--- src/rtl/controller_poller_if.sv ---
// controller_poller_if: serial pad bus shared by the poller and CHANNELS pads.
interface controller_poller_if #(
    parameter int CHANNELS = 2
);
    logic                controller_latch;
    logic                controller_clk;
    logic [CHANNELS-1:0] controller_data_in_B;
    modport master (output controller_latch, controller_clk, input controller_data_in_B);
    modport slave  (input controller_latch, controller_clk, output controller_data_in_B);
endinterface

--- src/rtl/controller_poller_m.sv ---
// controller_poller_m: polls CHANNELS serial pads in parallel and publishes
// atomic snapshots plus sticky newly-pressed flags.
module controller_poller_m #(
    parameter int CHANNELS      = 2,
    parameter int BUTTONS       = 8,
    parameter int CLK_DIV       = 4,
    parameter bit DATA_INVERTED = 1'b1
) (
    input  logic                         clk_1,
    input  logic                         rst_B,
    input  logic                         start,
    output logic                         busy,
    output logic                         done,
    controller_poller_if.master          pad,
    output logic [CHANNELS*BUTTONS-1:0]  buttons_out,
    output logic [CHANNELS*BUTTONS-1:0]  pressed_out,
    input  logic [CHANNELS-1:0]          pressed_clear
);
    localparam int N  = CHANNELS * BUTTONS;
    localparam int DW = CLK_DIV > 1 ? $clog2(CLK_DIV) : 1;
    localparam int BW = BUTTONS > 1 ? $clog2(BUTTONS) : 1;

    typedef enum logic [2:0] {IDLE, LATCH, CLK_HI, CLK_LO, DONE} state_t;

    state_t              state_q, state_d;
    logic [DW-1:0]       div_q, div_d;
    logic [BW-1:0]       bit_q, bit_d;
    logic [N-1:0]        cap_q, cap_d, buttons_q, buttons_d, pressed_q, pressed_d, rise_q, rise_d, clr_mask;
    logic                latch_q, clk_q, busy_q, done_q;
    logic                last, grab, enter_done;
    logic [CHANNELS-1:0] sample;

    assign sample     = DATA_INVERTED ? ~pad.controller_data_in_B : pad.controller_data_in_B;
    assign last       = div_q == DW'(CLK_DIV - 1);
    assign grab       = last && (state_q == LATCH || state_q == CLK_LO);
    assign enter_done = state_d == DONE && state_q != DONE;

    always_comb begin
        state_d = state_q;
        div_d   = (state_q == IDLE || state_q == DONE || last) ? '0 : div_q + 1'b1;
        bit_d   = state_q == IDLE ? '0 : bit_q;
        cap_d   = cap_q;
        case (state_q)
            IDLE:    state_d = start ? LATCH : IDLE;
            LATCH:   state_d = !last ? LATCH : (BUTTONS == 1 ? DONE : CLK_HI);
            CLK_HI:  state_d = last ? CLK_LO : CLK_HI;
            CLK_LO:  state_d = !last ? CLK_LO : (bit_q == BW'(BUTTONS - 1) ? DONE : CLK_HI);
            DONE:    state_d = IDLE;
            default: state_d = IDLE;
        endcase
        if (grab)
            for (int c = 0; c < CHANNELS; c++) cap_d[c*BUTTONS + int'(bit_q)] = sample[c];
        if (last && state_d == CLK_HI) bit_d = bit_q + 1'b1;
    end

    always_comb begin
        clr_mask = '0;
        for (int c = 0; c < CHANNELS; c++) clr_mask[c*BUTTONS +: BUTTONS] = {BUTTONS{pressed_clear[c]}};
    end

    // rise_q replays the new flags during DONE so a clear issued in that cycle still loses to the set
    assign rise_d    = cap_d & ~buttons_q;
    assign buttons_d = enter_done ? cap_d : buttons_q;
    assign pressed_d = (pressed_q & ~clr_mask) | (enter_done ? rise_d : '0) | (state_q == DONE ? rise_q : '0);

    always_ff @(posedge clk_1 or negedge rst_B) begin
        if (!rst_B) begin
            state_q   <= IDLE;
            div_q     <= '0;
            bit_q     <= '0;
            cap_q     <= '0;
            buttons_q <= '0;
            pressed_q <= '0;
            rise_q    <= '0;
            latch_q   <= 1'b0;
            clk_q     <= 1'b0;
            busy_q    <= 1'b0;
            done_q    <= 1'b0;
        end else begin
            state_q   <= state_d;
            div_q     <= div_d;
            bit_q     <= bit_d;
            cap_q     <= cap_d;
            buttons_q <= buttons_d;
            pressed_q <= pressed_d;
            rise_q    <= rise_d;
            latch_q   <= state_d == LATCH;
            clk_q     <= state_d == CLK_HI;
            busy_q    <= state_d != IDLE;
            done_q    <= state_d == DONE;
        end
    end

    assign busy                 = busy_q;
    assign done                 = done_q;
    assign pad.controller_latch = latch_q;
    assign pad.controller_clk   = clk_q;
    assign buttons_out          = buttons_q;
    assign pressed_out          = pressed_q;
endmodule

--- src/flat_wrapper.sv ---
// flat-port wrapper written by rule: the top's interface ports become plain ports
module controller_poller_m_flat 
#(
    parameter int CHANNELS      = 2,
    parameter int BUTTONS       = 8,
    parameter int CLK_DIV       = 4,
    parameter bit DATA_INVERTED = 1'b1
)
  (clk_1, rst_B, start, busy, done, buttons_out, pressed_out, pressed_clear, pad_controller_latch, pad_controller_clk, pad_controller_data_in_B);
  controller_poller_if #(.CHANNELS(CHANNELS)) pad_i ();
  input  logic clk_1;
  input  logic rst_B;
  input  logic start;
  output logic busy;
  output logic done;
  output logic [CHANNELS*BUTTONS-1:0] buttons_out;
  output logic [CHANNELS*BUTTONS-1:0] pressed_out;
  input  logic [CHANNELS-1:0] pressed_clear;
  output wire logic [$bits(pad_i.controller_latch)-1:0] pad_controller_latch;
  output wire logic [$bits(pad_i.controller_clk)-1:0] pad_controller_clk;
  input wire logic [$bits(pad_i.controller_data_in_B)-1:0] pad_controller_data_in_B;
  assign pad_controller_latch = pad_i.controller_latch;
  assign pad_controller_clk = pad_i.controller_clk;
  assign pad_i.controller_data_in_B = pad_controller_data_in_B;
  controller_poller_m #(.CHANNELS(CHANNELS), .BUTTONS(BUTTONS), .CLK_DIV(CLK_DIV), .DATA_INVERTED(DATA_INVERTED)) u_core (.clk_1(clk_1), .rst_B(rst_B), .start(start), .busy(busy), .done(done), .pad(pad_i), .buttons_out(buttons_out), .pressed_out(pressed_out), .pressed_clear(pressed_clear));
endmodule
--- config.mk ---
export PLATFORM = sky130hd
export DESIGN_NAME = controller_poller_m_flat
export DESIGN_NICKNAME = d
export VERILOG_FILES = /design/src/rtl/controller_poller_if.sv /design/src/rtl/controller_poller_m.sv /design/src/flat_wrapper.sv
export SDC_FILE = /design/constraint.sdc
export NUM_CORES = 1
export LEC_CHECK = 0
export ABC_AREA = 1
export CAP_MARGIN = 20
export CORE_MARGIN = 2
export CORE_UTILIZATION = 58
export DETAILED_ROUTE_END_ITERATION = 12
export GPL_TIMING_DRIVEN = 1
export PLACE_DENSITY = 0.83
export SYNTH_ARGS = -nofsm -noshare
export SYNTH_HDL_FRONTEND = slang
export SYNTH_SLANG_ARGS = --single-unit
--- constraint.sdc ---
create_clock -name clk_1 -period 3.2 [get_ports clk_1]
set_input_delay 0.8 -clock clk_1 [delete_from_list [all_inputs] [get_ports clk_1]]
set_output_delay 0.8 -clock clk_1 [all_outputs]
set_load 0.05 [all_outputs]
==> results of run 1 <==
## final timing paths
| kind | startpoint | to | slack, ps | cells after the start |
|---|---|---|---|---|
| max | u_core.buttons_out[7]$_DFFE_PN0N_ | buttons_out[7] | 810 | 1 |
| min | u_core.div_q[0]$_DFF_PN0_ | u_core.div_q[0]$_DFF_PN0_ | 460 | 1 |
| max reg2reg | u_core.state_q[2]$_DFF_PN0_ | u_core.bit_q[0]$_DFFE_PN0P_ | 1230 | 6 |
| min reg2reg | u_core.div_q[0]$_DFF_PN0_ | u_core.div_q[0]$_DFF_PN0_ | 460 | 1 |
| max in group asynchronous | rst_B | u_core.buttons_out[4]$_DFFE_PN0N_ | 2030 | 1 |
| min in group asynchronous | rst_B | u_core.state_q[0]$_DFF_PN0_ | 600 | 1 |
## where the power goes
group	internal (W)	switching (W)	leakage (nW)
clock	0.000344	0.000341	0.0917
combinational	0.000148	0.000337	0.900
sequential	0.00106	0.0000664	0.889
total	0.00155	0.000744	1.88
## stage by stage
step	area (um2)	std cells	total power, W	hold WS (ps)
2_1_floorplan	3250	344	0.00147	415
3_3_place_gp	3700	450	0.00159	428
3_5_place_dp	3700	450	0.00162	447
4_1_cts	3890	466	0.00231	457
5_1_grt	3890	466	0.00241	490
6_report	3890	466	0.00229	459
## flip-flops by register name, indices dropped and copies added (netlist names)
register                     cells
u_core.bit_q                     3
u_core.busy                      1
u_core.buttons_out              16
u_core.cap_q                    16
u_core.div_q                     2
u_core.done                      1
u_core.pad.controller_clk        1
u_core.pad.controller_latch      1
u_core.pressed_out              16
u_core.rise_q                   16
u_core.state_q                   3
## layout make-up
class	count	share of cell area
clock buffers	13	0.0434
clock inverters	3	0.00514
inverters	60	0.0598
multi-input cells	198	0.268
flip-flops and latches	76	0.489
well taps	72	0.0232
repair buffers	44	0.111
## cell families (layout without fill, tap and decap cells)
group	count (synthesis)	count (layout)
adder cells (fa/ha/maj)	3	3
AO/OA/AOI/OAI	51	51
buffers and inverters	70	120
AND/OR/NAND/NOR	144	144
flip-flops	76	76
## routing by layer
layer / track usage / part of all wire
met5: 0 / 0
met4: 0.121 / 0.022
met3: 0.0432 / 0.037
met2: 0.397 / 0.52
met1: 0.297 / 0.42
## cell usage in the layout (no fill, tap or decap), types with 3 or more instances in the layout
cell type / n
and2_1: 14
buf_4: 3
clkbuf_8: 12
clkdlybuf4s50_1: 41
dfrtp_1: 76
ha_1: 3
inv_1: 59
nand2_1: 68
nand3_1: 41
nand4_1: 3
nor2_1: 10
nor2_4: 3
o21ai_0: 33
o21ai_2: 16
==> results by group, run 1 <==
Synth
  • Most common cell in the netlist: dfrtp_1
  • Flop and latch count out of synthesis: 76
  • Yosys top cell area share: 0.586
  • Simple logic cell fraction of the synthesized area: 0.213
  • Asr flop ratio synth: 1.00
  • Synth Area in Adders: 0.0116
  • Post-synthesis mux area share: 0
  • Synthesized cell area: 3250 um2
  • Top post-synthesis cells by area: dfrtp_1, nand2_1, inv_1, nand3_1, o21ai_0
  • Synth cell count leaders: dfrtp_1, nand2_1, inv_1
  • Syn Inst Count: 344
  • Yosys top cell by area: dfrtp_1
  • Synth Area per Inst: 9.43 um2
  • Synth cell types: 23
  • Largest family of logic cells by synthesized area: simple AND/OR/NAND/NOR gates
  • Syn. warnings: 0
  • Synth Area in Compound Gates: 0.0971
  • Synth Area in XOR/XNOR: 0
  • Post-synthesis sequential area ratio: 0.586
  • Syn nets: 354
  • Post-synth EDFFs: 0
  • Synth Flop Type: dfrtp_1

STA
  • Setup WS post-layout: 809 ps
  • Max Slew Vio Count: 0
  • Max Fclk: 418 MHz
  • Rel. slew slack: 0.382
  • Final period util: 0.747
  • Period minus WS final: 2390 ps
  • Setup violators final: 0
  • Setup repair after global routing missed its margin: false
  • Worst Tran Pin Value: 928 ps
  • Clock skew: 9.18 ps
  • Setup TNS: 0 ps
  • Final Hold Viols: 0

Critical path
  • WS Path Type: reg -> out
  • Crit path DAT: 1590 ps
  • Critical path's slowest cell: clkdlybuf4s50_1
  • Cell chain of the critical path: clkdlybuf4s50_1
  • Worst path max stage delay: 830 ps
  • CP endpoint kind: primary output
  • Worst Path Required: 2400 ps
  • Worst Path Buf+Inv: 1
  • CP max FO: 4
  • Crit path max-delay family: buffers and inverters
  • Critical Path Start Type: register

Finish
  • NumNets Final: 399
  • N_diodes: 0
  • Register area: 1900 um2
  • Fillcell total: 408
  • Util after Layout: 0.715
  • Layout cell share with drive strength beyond 1: 0.104
  • Multi-input gate area: 1040 um2
  • Area Growth Syn to Fin: 19.9%

Clocking
  • CTS root buffer: clkbuf_8
  • TritonCTS Buffers: 9
  • Gates resized, CTS repair: 0
  • Clk_lat worst skew: 350 ps
  • Hold Buf Count CTS: 0
  • Clock buffer depth: 2
  • CTS tree: done
  • Htree depth: 3
  • Clock sink count: 76
  • Post-CTS Setup Inserts: 0
  • CTS clk-pin slew, worst paths: 80 ps

GRT
  • Vias in the first global route: 2426
  • Total grt overflow: 0
  • GRT Total Usage: 0.237
  • Initial antenna violation count: 0
  • Largest net degree at the start of global routing: 77
  • First-pass GRT wire length: 11200 um

Route
  • Detailed Routing Iterations Pass 1: 4
  • Final ANT Viol Nets: 0
  • DR WL/cell: 13.6 um
  • Initial drt markers: 225
  • Residual DRC: 0
  • Vias/cell: 5.09
  • Final wirelength: 6360 um
  • Vias: 2370

Placement
  • Worst slack, placed: 1090 ps
  • I/O Buffers: 42
  • Post-DP HPWL: 4190 um
  • GP Congestion: 0.786

Floorplan
  • Chip height: 78.8 um
  • Core area: 5440 um2
  • Die footprint: 6210 um2
  • Die W: 78.8 um
  • Placement Rows: 27
  • IO Pins: 43
  • Initial Util: 0.597

Outcome
  • Status: completed

Hold path
  • Min-delay worst type: reg -> reg

Pwr
  • VDD IR max: 0.394 mV
  • Leakage: 1.88 nW
  • Power per Cell Area: 589 nW/um2

Flow run
  • Max-cap viol count: 0
No activity file was read; power rests on OpenSTA's default activity.
==> run 2: changes to the inputs <==
--- a/config.mk
+++ b/config.mk
@@ -8,10 +8,10 @@
 export ABC_AREA = 1
 export CAP_MARGIN = 20
 export CORE_MARGIN = 2
-export CORE_UTILIZATION = 58
+export CORE_UTILIZATION = 49
 export DETAILED_ROUTE_END_ITERATION = 12
 export GPL_TIMING_DRIVEN = 1
-export PLACE_DENSITY = 0.83
+export PLACE_DENSITY = 0.75
 export SYNTH_ARGS = -nofsm -noshare
 export SYNTH_HDL_FRONTEND = slang
 export SYNTH_SLANG_ARGS = --single-unit
==> constraint.sdc (replaced) <==
create_clock -name clk_1 -period 2 [get_ports clk_1]
set_input_delay 0.5 -clock clk_1 [delete_from_list [all_inputs] [get_ports clk_1]]
set_output_delay 0.5 -clock clk_1 [all_outputs]
set_load 0.05 [all_outputs]
==> run 2 against run 1 <==
  * Global-route usage decreased by 4.1 points
  * Flip-flop and latch count unchanged
  * Largest power group unchanged
  * Highest routed layer unchanged
  * Largest cell class unchanged
  * Core utilization decreased by 9.8 points
==> results by group, run 2 (same netlist as run 1, synthesis figures left out) <==
Critical path
  • Cell chain of the critical path: clkdlybuf4s50_1
  • Critical Path Start Type: register
  • CP endpoint kind: primary output
  • Worst Path Required: 1500 ps
  • Critical Path Source: u_core.done$_DFF_PN0_
  • Worst path max stage delay: 790 ps
  • Worst Path Buf+Inv: 1
  • Crit path max-delay family: buffers and inverters
  • Critical path's slowest cell: clkdlybuf4s50_1
  • CP max FO: 1
  • Worst r2r src: u_core.bit_q[0]$_DFFE_PN0P_
  • Crit path DAT: 1450 ps
  • WS Path Type: reg -> out

Route
  • Vias: 2354
  • Vias/cell: 4.92
  • DR WL/cell: 13.2 um
  • Initial drt markers: 132
  • Final wirelength: 6330 um
  • Final ANT Viol Nets: 0
  • Residual DRC: 0
  • Detailed Routing Iterations Pass 1: 4

Pwr
  • Power per Cell Area: 1000 nW/um2
  • Leakage: 2.00 nW
  • VDD IR max: 0.802 mV

GRT
  • GRT Total Usage: 0.196
  • Largest net degree at the start of global routing: 50
  • Total grt overflow: 0
  • Initial antenna violation count: 0
  • First-pass GRT wire length: 11100 um
  • Vias in the first global route: 2364

Finish
  • Commonest non-fill, non-tap cell in the layout: dfrtp_1
  • N_diodes: 0
  • Fillcell total: 549
  • NumNets Final: 406
  • Area Growth Syn to Fin: 21.4%
  • Layout cell share with drive strength beyond 1: 0.204
  • Most frequent cells in the layout: dfrtp_1, nand2_1, inv_1, nand3_1, buf_4

Floorplan
  • Placement Rows: 29
  • IO Pins: 43
  • Initial Util: 0.508
  • Die W: 85.4 um
  • Chip height: 85.4 um
  • Core area: 6390 um2
  • Die footprint: 7290 um2

Clocking
  • Post-CTS Setup Inserts: 0
  • Clock sink count: 76
  • Htree depth: 3
  • CTS clk-pin slew, worst paths: 70 ps
  • CTS tree: done
  • Clock buffer depth: 2
  • CTS root buffer: clkbuf_8
  • TritonCTS Buffers: 9
  • Clk_lat worst skew: 340 ps

Hold path
  • Min-delay worst type: in -> async

STA
  • Period minus WS final: 1950 ps
  • Final period util: 0.976
  • Setup TNS: 0 ps
  • Rel. slew slack: 0.662
  • Final Hold Viols: 0
  • Worst Tran Pin Value: 507 ps
  • Setup violators final: 0
  • Max Slew Vio Count: 0
  • Clock skew: 6.15 ps
  • Max Fclk: 512 MHz
  • Setup WS post-layout: 48.0 ps
  • Setup repair after global routing missed its margin: false

Placement
  • Worst slack, placed: 335 ps
  • I/O Buffers: 42
  • GP Congestion: 0.825
  • Post-DP HPWL: 4170 um

Flow run
  • Max-cap viol count: 0

Outcome
  • Status: completed
run 2: per-stage QoR:
stage / util / hold slack, ps / instance area (um2) / total power, W / std cells
6_report: 0.617 / 61.5 / 3940 / 0.00395 / 478
5_1_grt: 0.617 / 66.2 / 3940 / 0.00416 / 478
4_1_cts: 0.617 / 60.2 / 3940 / 0.00398 / 478
3_5_place_dp: 0.580 / 433 / 3700 / 0.00263 / 462
3_3_place_gp: 0.580 / 425 / 3700 / 0.00259 / 462
2_1_floorplan: - / 204 / 3250 / 0.00236 / 344
run 2: final timing paths:
path	end	slack, ps	depth (start not counted)
max in group asynchronous	u_core.pressed_out[3]$_DFF_PN0_	1420	2
hold reg to reg	u_core.div_q[0]$_DFF_PN0_	440	1
hold / removal	u_core.cap_q[11]$_DFF_PN0_	60	1
setup reg to reg	u_core.bit_q[1]$_DFFE_PN0P_	340	8
min in group clk_1	u_core.div_q[0]$_DFF_PN0_	440	1
setup / recovery	done	50	1
run 2: per-layer routing:
layer  routed length [um]  track usage  vias to the layer above
met3                  219       0.0399                        8
met4                   94       0.0837                        0
li1                     -            -                     1186
met5                    0            0                        -
met1                 2920        0.256                     1115
met2                 3100        0.320                       45
run 2: final cells by class:
cell class                 instances  area (um2)  area share
timing repair buffer              51         430       0.109
multi-input combinational        198        1040       0.265
clock inverter                     4        70.1      0.0178
tap                               77        96.3      0.0244
inverter                          60         233      0.0590
clock buffer                      12         165      0.0419
sequential                        76        1900       0.483
run 2: what timing repair did:
item / in CTS / in global routing
hold endpoints to repair: 0 / 0
hold buffers: 0 / 0
setup endpoints to repair: 0 / 1
resized for setup: 0 / 1
run 2: power by group:
group          switching (W)  total (W)  internal [W]  leakage [nW]
sequential          0.000106    0.00180       0.00169         0.889
combinational       0.000550   0.000811      0.000260         0.987
clock               0.000541    0.00134      0.000801         0.122
